==> src/rtl/output_driver_multi.sv <==
// Multi-channel phase-armed pulse scheduler: per channel, arm on a tooth phase, wait a delay,
// then drive a registered output high for a duration. Optional on-time clamp: OUTDRV_DWELL_LIMIT_EN.
module output_driver_multi #(
  parameter int unsigned       N_CH    = 4,
  parameter int unsigned       PHASE_W = 8,
  parameter int unsigned       TIME_W  = 24,
  parameter logic [TIME_W-1:0] MAX_ON  = TIME_W'(100000)
) (
  input  logic                      clk,
  input  logic                      rst_n,
  input  logic                      synced,
  input  logic [PHASE_W-1:0]        eng_phase,
  input  logic                      trigger,
  input  logic [N_CH-1:0]           enable,
  input  logic [N_CH*PHASE_W-1:0]   cfg_phase,
  input  logic [N_CH*TIME_W-1:0]    cfg_delay,
  input  logic [N_CH*TIME_W-1:0]    cfg_duration,
  output logic [N_CH-1:0]           out,
  output logic [N_CH-1:0]           overrun,
  output logic [N_CH-1:0]           limited
);

  localparam logic [1:0] StIdle  = 2'd0;
  localparam logic [1:0] StDelay = 2'd1;
  localparam logic [1:0] StOn    = 2'd2;

  logic [N_CH-1:0][1:0]        state_q, state_d;
  logic [N_CH-1:0][TIME_W-1:0] cnt_q, cnt_d;
  logic [N_CH-1:0][TIME_W-1:0] dur_q, dur_d;
  logic [N_CH-1:0]             out_q, out_d;
  logic [N_CH-1:0]             ovr_pend_q, ovr_pend_d;
  logic [N_CH-1:0]             lim_pend_q, lim_pend_d;
  logic [N_CH-1:0]             overrun_q, overrun_d;
  logic [N_CH-1:0]             limited_q, limited_d;

  logic [N_CH-1:0]             arm;
  logic [N_CH-1:0]             clamp;
  logic [N_CH-1:0][TIME_W-1:0] dur_sel;
  logic [N_CH-1:0][TIME_W-1:0] dly_sel;

  always_comb begin
    arm     = '0;
    clamp   = '0;
    dur_sel = '0;
    dly_sel = '0;
    for (int i = 0; i < int'(N_CH); i++) begin
      arm[i] = synced & enable[i] & trigger &
               (eng_phase == cfg_phase[i*PHASE_W +: PHASE_W]);
      dly_sel[i] = cfg_delay[i*TIME_W +: TIME_W];
`ifdef OUTDRV_DWELL_LIMIT_EN
      if (cfg_duration[i*TIME_W +: TIME_W] > MAX_ON) begin
        dur_sel[i] = MAX_ON;
        clamp[i]   = 1'b1;
      end else begin
        dur_sel[i] = cfg_duration[i*TIME_W +: TIME_W];
      end
`else
      dur_sel[i] = cfg_duration[i*TIME_W +: TIME_W];
`endif
    end
  end

  // Output and flags lag the state by one register stage so that an arm sampled at edge 0
  // shows its effects from cycle 1 onward.
  always_comb begin
    state_d    = state_q;
    cnt_d      = cnt_q;
    dur_d      = dur_q;
    out_d      = '0;
    ovr_pend_d = '0;
    lim_pend_d = '0;
    overrun_d  = ovr_pend_q;
    limited_d  = lim_pend_q;
    for (int i = 0; i < int'(N_CH); i++) begin
      out_d[i] = synced & (state_q[i] == StOn);
      if (!synced) begin
        state_d[i] = StIdle;
        cnt_d[i]   = '0;
      end else begin
        case (state_q[i])
          StIdle: begin
            if (arm[i] && (dur_sel[i] != '0)) begin
              dur_d[i]      = dur_sel[i];
              lim_pend_d[i] = clamp[i];
              if (dly_sel[i] == '0) begin
                state_d[i] = StOn;
                cnt_d[i]   = dur_sel[i];
              end else begin
                state_d[i] = StDelay;
                cnt_d[i]   = dly_sel[i];
              end
            end
          end
          StDelay: begin
            ovr_pend_d[i] = arm[i];
            if (cnt_q[i] == TIME_W'(1)) begin
              state_d[i] = StOn;
              cnt_d[i]   = dur_q[i];
            end else begin
              cnt_d[i] = cnt_q[i] - TIME_W'(1);
            end
          end
          StOn: begin
            ovr_pend_d[i] = arm[i];
            if (cnt_q[i] == TIME_W'(1)) begin
              state_d[i] = StIdle;
              cnt_d[i]   = '0;
            end else begin
              cnt_d[i] = cnt_q[i] - TIME_W'(1);
            end
          end
          default: begin
            state_d[i] = StIdle;
            cnt_d[i]   = '0;
          end
        endcase
      end
    end
  end

  always_ff @(posedge clk or negedge rst_n) begin
    if (!rst_n) begin
      state_q    <= '0;
      cnt_q      <= '0;
      dur_q      <= '0;
      out_q      <= '0;
      ovr_pend_q <= '0;
      lim_pend_q <= '0;
      overrun_q  <= '0;
      limited_q  <= '0;
    end else begin
      state_q    <= state_d;
      cnt_q      <= cnt_d;
      dur_q      <= dur_d;
      out_q      <= out_d;
      ovr_pend_q <= ovr_pend_d;
      lim_pend_q <= lim_pend_d;
      overrun_q  <= overrun_d;
      limited_q  <= limited_d;
    end
  end

  assign out     = out_q;
  assign overrun = overrun_q;
  assign limited = limited_q;

endmodule

==> config.mk <==
export PLATFORM = sky130hd
export DESIGN_NAME = output_driver_multi
export DESIGN_NICKNAME = d
export VERILOG_FILES = /design/src/rtl/output_driver_multi.sv
export SDC_FILE = /design/constraint.sdc
export NUM_CORES = 1
export LEC_CHECK = 0
export ABC_AREA = 1
export CAP_MARGIN = 20
export CORE_MARGIN = 2
export CORE_UTILIZATION = 55
export CTS_BUF_LIST = sky130_fd_sc_hd__clkbuf_8 sky130_fd_sc_hd__clkbuf_16
export DETAILED_ROUTE_END_ITERATION = 6
export PLACE_DENSITY = 0.82
export SKIP_CTS_REPAIR_TIMING = 1
export SYNTH_ARGS = -nofsm -noshare
export SYNTH_HDL_FRONTEND = slang
export SYNTH_SLANG_ARGS = --single-unit
export TNS_END_PERCENT = 1
==> constraint.sdc <==
create_clock -name clk -period 2.5 [get_ports clk]
set_clock_uncertainty 0.1 [all_clocks]
set_input_delay 0.5 -clock clk [delete_from_list [all_inputs] [get_ports clk]]
set_output_delay 0.5 -clock clk [all_outputs]
set_load 0.03 [all_outputs]
Yosys cells after proc, flatten, opt, wreduce, memory -nomap -nowiden
Index checks and enable logic that the tools add are counted.
{"block": "word_totals", "regBits": 212, "out_inout_bits": 12}
{"block": "classes", "addsub": 4, "eq_ne": 28, "n_mux": 56, "bitwise_logic": 16, "n_reduce_logical": 28}
{"cell": "$mux 24", "count": 20}
{"cell": "$pmux 24 s3", "count": 4}
{"cell": "$eq 24x1->1 const B", "count": 4}
{"cell": "$logic_not 24->1", "count": 4}
{"cell": "$reduce_bool 24->1", "count": 4}
{"cell": "$sub 24x1->24 const B", "count": 4}
{"cell": "$mux 2", "count": 20}
{"cell": "$eq 8x8->1", "count": 4}
{"cell": "$ne 3x3->1 const B", "count": 8}
{"cell": "$pmux 2 s3", "count": 4}
{"cell": "$reduce_and 3->1", "count": 8}
{"cell": "$and 1x1->1", "count": 16}
{"cell": "$ne 3x2->1 const B", "count": 4}
{"cell": "$eq 2x1->1 const B", "count": 4}
{"cell": "$eq 2x2->1 const B", "count": 4}
{"cell": "$logic_not 2->1", "count": 4}
{"cell": "$mux 1", "count": 8}
{"cell": "$reduce_or 2->1", "count": 4}
{"cell": "$logic_and 1x1->1", "count": 4}

Logic depth before layout (Yosys ltp)
{"block": "depth", "depth_word": 7, "ltp_mapped": 13, "depth_no_buf": 13}

Least setup slack after synthesis
No wires, ideal clock.
{"block": "synth_timing", "path_kind": "input -> register", "from": "in eng_phase[7]", "to": "reg dur_q[32] (netlist name)", "arrival_time_ps": 1651, "required_ps": 2268, "setup_slack_ps": 618, "stages": 9, "n_path_buf": 3, "cell_sequence": "clkbuf_2 xnor2_1 nand3_1 nor3_2 nand3_1 buf_2 buf_6 nand2_1 o21ai_0"}
{"block": "synth_between", "elab_chain_len": 4}
{"item": "start, declared", "line": "12", "source": "input logic [PHASE_W-1:0] eng_phase,"}
{"item": "$eq 8x8->1", "line": "48", "source": "(eng_phase == cfg_phase[i*PHASE_W +: PHASE_W]);"}
{"item": "$and 1x1->1", "line": "47", "source": "arm[i] = synced & enable[i] & trigger &"}
{"item": "$logic_and 1x1->1", "line": "82", "source": "if (arm[i] && (dur_sel[i] != '0)) begin"}
{"item": "$reduce_and 3->1 (no line)"}
{"item": "end signal, assigned", "line": "134", "source": "dur_q <= dur_d;"}
{"item": "end, declared", "line": "29", "source": "logic [N_CH-1:0][TIME_W-1:0] dur_q, dur_d;"}
Every way passes these cells.
A chain may end at the register's enable or synchronous reset.

Worst setup path after layout
{"block": "layout_timing", "from": "reg state_q[5] (netlist name)", "to": "reg state_q[5] (netlist name)"}
{"block": "layout_between", "elab_chain_len": 3, "elab_cells_between_ends": 9, "cone_classes": "eq/ne (5); mux (2); reduce/logical (2)"}
{"item": "start, declared", "line": "27", "source": "logic [N_CH-1:0][1:0] state_q, state_d;"}
{"item": "start signal, assigned", "line": "132", "source": "state_q <= state_d;"}
{"item": "$eq 2x1->1 (tied with other cells)", "line": "80", "source": "case (state_q[i])"}
{"item": "$ne 3x3->1 (no line) (tied with other cells)"}
{"item": "$reduce_and 3->1 (no line) or $mux 2 (tied branches)"}
Several ways; a longest one is shown, not always the timed one.

==> flow_summary.yaml <==
clock_network:
  clkLatencyLatePin_ns: 0.54
  clk_path_buf_depth: 3
  cts_buffers: 25
  cts.sinks: 212
  cts_tree: "done"
  clockRootBuffer: "clkbuf_16"
  clk_pin_slew_ns: 0.06
  htree_levels: 1
floorplanning:
  ios: 252
  rows: 61
  die_y_um: 172
  die_w_um: 172
  die_area_sq_mm: 0.0295
  initial_core_util_pct: 55.7
  coreArea_sq_mm: 0.0278
synthesis:
  synth_edf_count: 0
  ys_ff_latch: 212
  async_flop_share_pct: 100
  yosys-top-cells-count: "nand2_1 (880), nor2_1 (338), inv_1 (304), dfrtp_1 (212), nand3_1 (180)"
  syn-cell-area_sq_mm: 0.0155
  synth_top_area_share_pct: 34.3
  synth_cell_types: 45
  synth_ff_type: "dfrtp_1"
  ys_warn_count: 0
  synth_top_area_cell: "dfrtp_1"
  seq_area_frac_synth_pct: 34.3
  yosys-top-cells-area: "dfrtp_1 (34%), nand2_1 (21%), nor2_1 (8.2%)"
  avgSynthCellArea_sq_um: 6.26
  synthCells: 2473
  yosysMostFrequentCell: "nand2_1"
placed_design:
  io_buffers: 247
  dp.cells: 3121
  place_congestion: 0.981
  dp_hpwl_mm: 40.2
hold_path:
  min_path_type: "flop to flop"
  min_from: "overrun_d[0]"
  holdPathEnd: "overrun[0]"
  hold_depth: 0
setup_path:
  critPathBufInv: 2
  ff2ff_path_depth: 7
  cp-end-kind: "flop"
  path_cells: "inv_1 -> ha_1 -> inv_1 -> nand2_1 -> nand2_1 -> o21ai_0 -> o21ai_0"
  critPathMaxStageDelay_ns: 0.43
  cp_max_fo: 10
  r2r-end: "state_q[5]"
  startpoint_type: "flop"
  cp_top_family: "compound AO/OA/AOI/OAI gates"
  required_ns: 2.78
  r2r_slack_ns: 0.28
  crit_type: "flop to flop"
  r2r-start: "state_q[5]"
  slowest_stage: "dfrtp_1"
  cp.arrival_ns: 2.50
grt:
  antenna_found_initial: 14
  grtUsageTotal_pct: 35.1
  grt_first_pass_wirelength_mm: 82.0
  grt_start_max_net_pins: 55
  grt_pass1_vias: 16168
  grt_overflow: 0
sta:
  timing.final.crit_share_pct: 88.7
  slew_violations: 0
  relSlewSlack_pct: 62.0
  rsz0062_at_grt: "false"
  period_minus_slack_ns: 2.22
  hold_viol: 0
  setup_viol: 0
  tightest_slew_ns: 0.569
  max_freq_mhz: 451
final_layout:
  final_cells: 3176
  syn_to_final_growth_pct: 27.9
  layout-drive-gt1-share_pct: 6.67
  fin_util_pct: 71.3
  fillCellCount: 2424
  fin_nets: 3035
power_and_ir_drop:
  vdd_drop_max_mv: 0.639
  leakagePower_nw: 10.4
  power_density_mw_per_mm2: 987
route:
  drc: 0
  route.vias.total: 17270
  routedWlPerCell_um: 16.4
  wl_mm: 52.2
  drt_pass1_iterations: 6
  ant_nets: 0
  first_iter_violations: 1755
  vias_per_cell: 5.44
outcome:
  outcome: "finished, final reports clean"
flow_run:
  drv_cap: 0
-- per-stage QoR --
stage / power (mW) / setup TNS [ns] / area [sq um] / setup WS [ns] / hold slack [ns]
6_report: 19.6 / 0 / 19800 / 0.283 / 0.247
5_1_grt: 21.1 / 0 / 19800 / 0.124 / 0.263
4_1_cts: 19.4 / 0 / 19800 / 0.281 / -0.195
3_5_place_dp: 15.5 / -0.894 / 18900 / -0.0652 / 0.236
3_3_place_gp: 15.3 / -0.291 / 18900 / -0.0348 / 0.233
2_1_floorplan: 12.1 / 0 / 15500 / 0.618 / 0.104
-- area by class of cell --
class | count | area [sq um] | share of cell area (%)
antenna | 11 | 27.5 | 0.139
clock buffer | 30 | 694 | 3.51
clock inverter | 13 | 168 | 0.846
inverter | 308 | 1160 | 5.84
multi-input combinational | 1883 | 8610 | 43.5
sequential | 212 | 5310 | 26.8
tap | 378 | 473 | 2.39
timing repair buffer | 341 | 3370 | 17.0
-- sequential cells by signal (all words and copies together), names as in the netlist --
register,cells
dur_q,96
overrun_d,4
state_q,8
out,4
cnt_q,96
overrun,4
-- layer usage --
metal | GRT usage (%) | vias to the layer above | wire length [um]
li1 | - | 8392 | -
met1 | 46.8 | 7891 | 21900
met2 | 55.9 | 836 | 23400
met3 | 6.51 | 147 | 4680
met4 | 15.0 | 4 | 2170
met5 | 0 | - | 30
-- logic make-up after synthesis --
kind of cell / after synthesis / share of synthesized area, %
XOR/XNOR: 47 / 2.71
AND/OR/NAND/NOR: 1579 / 43.1
buffers and inverters: 381 / 10.2
flip-flops: 212 / 34.3
adder cells (fa/ha/maj): 24 / 1.94
AO/OA/AOI/OAI: 229 / 7.78
other: 1 / 0.0242
-- how the worst max path moves through the flow --
stage	from	slack, ns	depth (start not counted)	endpoint
after floorplan	eng_phase[7]	0.62	9	dur_q[32]
after global placement	cfg_delay[32]	-0.03	10	cnt_q[31]
after detailed placement	cfg_delay[32]	-0.07	10	cnt_q[31]
after CTS	overrun[1]	0.28	1	overrun[1]
after global routing	state_q[5]	0.12	8	state_q[5]
final	state_q[5]	0.28	7	state_q[5]
-- where the power goes --
group          total (mW)  switching (mW)  internal (mW)
registers            5.17           0.956           4.21
logic                10.5            6.80           3.72
clock network        3.87            1.50           2.37
total                19.6            9.26           10.3
-- placed cells by master, fill, tap and decap left out, types with 25 or more instances in the layout --
cell type / count
a21oi_1: 54
buf_4: 78
clkbuf_16: 25
clkdlybuf4s50_1: 246
dfrtp_1: 212
inv_1: 307
nand2_1: 880
nand3_1: 180
nand4_1: 113
nor2_1: 338
o21ai_0: 138
xor2_1: 31
Note: power is estimated with default switching activity, not from simulation.
==> RTL change: new RTL, same flow settings <==
Reset style: synchronous (`rst_n`), changed in one clocked block.
--- a/src/rtl/output_driver_multi.sv
+++ b/src/rtl/output_driver_multi.sv
@@ -120,3 +120,3 @@
 
-  always_ff @(posedge clk or negedge rst_n) begin
+  always_ff @(posedge clk) begin
     if (!rst_n) begin
Formal check against the unedited RTL: differs if rst_n is asserted again (counterexample within 4 cycles, from zero or initial values and one cycle with rst_n low); with rst_n held inactive, the same outputs for 4 cycles.
==> RTL change against the original RTL <==
Worst hold slack gained 0.064 ns; area after synthesis shrank 4.5%; wire length shrank 9.3%; synthesized cell count shrank 1.4%; final area shrank 4.2%; sequential cell count is the same; critical path type is now reg2out; die area shrank 4.4%; setup slack gained 0.010 ns; utilization shrank 0.072 points.
Power is not compared: it rests on default switching activity, and its combinational part moved more than twofold at a synthesized area within 25%.
==> RTL change: results (changes against the original RTL) <==
TritonCTS buffer count=24 (-4.0%); Crit-path slowest cell=clkdlybuf4s50_1; CP delay by family, top=buffers and inverters; peak per-stage delay on the critical path=0.70 ns (+0.27 ns); initial antenna violation count=0 (-14); Cell variety after synth=42 (-6.7%); first-pass GRT wire length=76.65 mm (-6.5%); worst-margin pin slew=0.5936 ns (+0.02494 ns); met2 usage=0.5658 (+0.006476); post-DP HPWL=35.49 mm (-12%); Global Route Usage Sum=0.3268 (-0.02392); max layer used=met4; register area share after synthesis=0.2871 (-0.05548); R2R cell count=12 (+5); met3 Use GR=0.04302 (-0.02210); share of cells above drive strength 1=0.09455 (+0.02781); drt initial violations=1317 (-25%); Commonest cells post-synth=nand2_1, nor2_1, inv_1, dfxtp_1, nand3_1; M1 GR Usage=0.4198 (-0.04808); Worst Path Arrival=1.61 ns (-0.89 ns); CP max FO=1 (-9); largest area contributor in the netlist=dfxtp_1; fin nets=2996 (-1.3%); DR WL met3=3.125 mm (-33%); GP Congestion=1.004 (+2.3%); Met1 Wirelength=20.30 mm (-7.3%); largest cells by area after synthesis=dfxtp_1, nand2_1, nor2_1, nand3_1, inv_1; pin count of the biggest net entering global routing=101 (+84%); met2 WL=22.36 mm (-4.4%); drt pass-1 iters=5 (-1); Ant. Diodes=0 (-11); Worst Hold Depth=2 (+2); per-cell routed wire length=15.30 um (-6.8%); status=finished, final reports clean
==> RTL change: cell types whose count changed after synthesis, sizes merged, moves of 29 or more <==
cell	delta
dfrtp	-212
dfxtp	+212
nand2	-160
a21oi	+127
inv	-33
nand4	-29
==> RTL change: cells by family (layout without fill, tap and decap cells) <==
logic type,Yosys count,count (layout),synth area share
other cells,1,4,0.0002537
buf+inv,379,687,0.1121
flops,212,212,0.2871
compound gates,353,353,0.1268
fa+ha+maj,24,24,0.02031
simple gates,1406,1406,0.4125
xor+xnor,64,64,0.04096
==> RTL change: final timing paths <==
check | from | end | slack, ns
hold reg to reg | overrun_d[0]$_SDFF_PN0_ | overrun[0]$_SDFF_PN0_ | 0.31
setup reg to reg | cnt_q[8]$_SDFFE_PN0P_ | cnt_q[23]$_SDFFE_PN0P_ | 0.44
setup / recovery | out[0]$_SDFF_PN0_ | out[0] | 0.29
hold / removal | overrun_d[0]$_SDFF_PN0_ | overrun[0]$_SDFF_PN0_ | 0.31
==> RTL change: final cells by class <==
cell class / count / area [um^2]
clock inverter: 15 / 158.9
multi-input combinational: 1851 / 8901
fill: 2321 / 7665
clock buffer: 29 / 680.7
tap: 341 / 426.7
inverter: 276 / 1044
sequential: 212 / 4244
timing repair buffer: 367 / 3531
==> RTL change: through the flow <==
stage | power, W | worst slack [ns] | setup TNS [ns] | instance area [um^2]
after floorplan | 0.003845 | 0.6766 | 0 | 14790
after global placement | 0.004462 | -0.1192 | -4.584 | 18150
after detailed placement | 0.004472 | -0.1563 | -9.968 | 18150
after CTS | 0.008184 | 0.2919 | 0 | 18990
after global routing | 0.008399 | 0.2382 | 0 | 18990
final | 0.008172 | 0.2934 | 0 | 18990
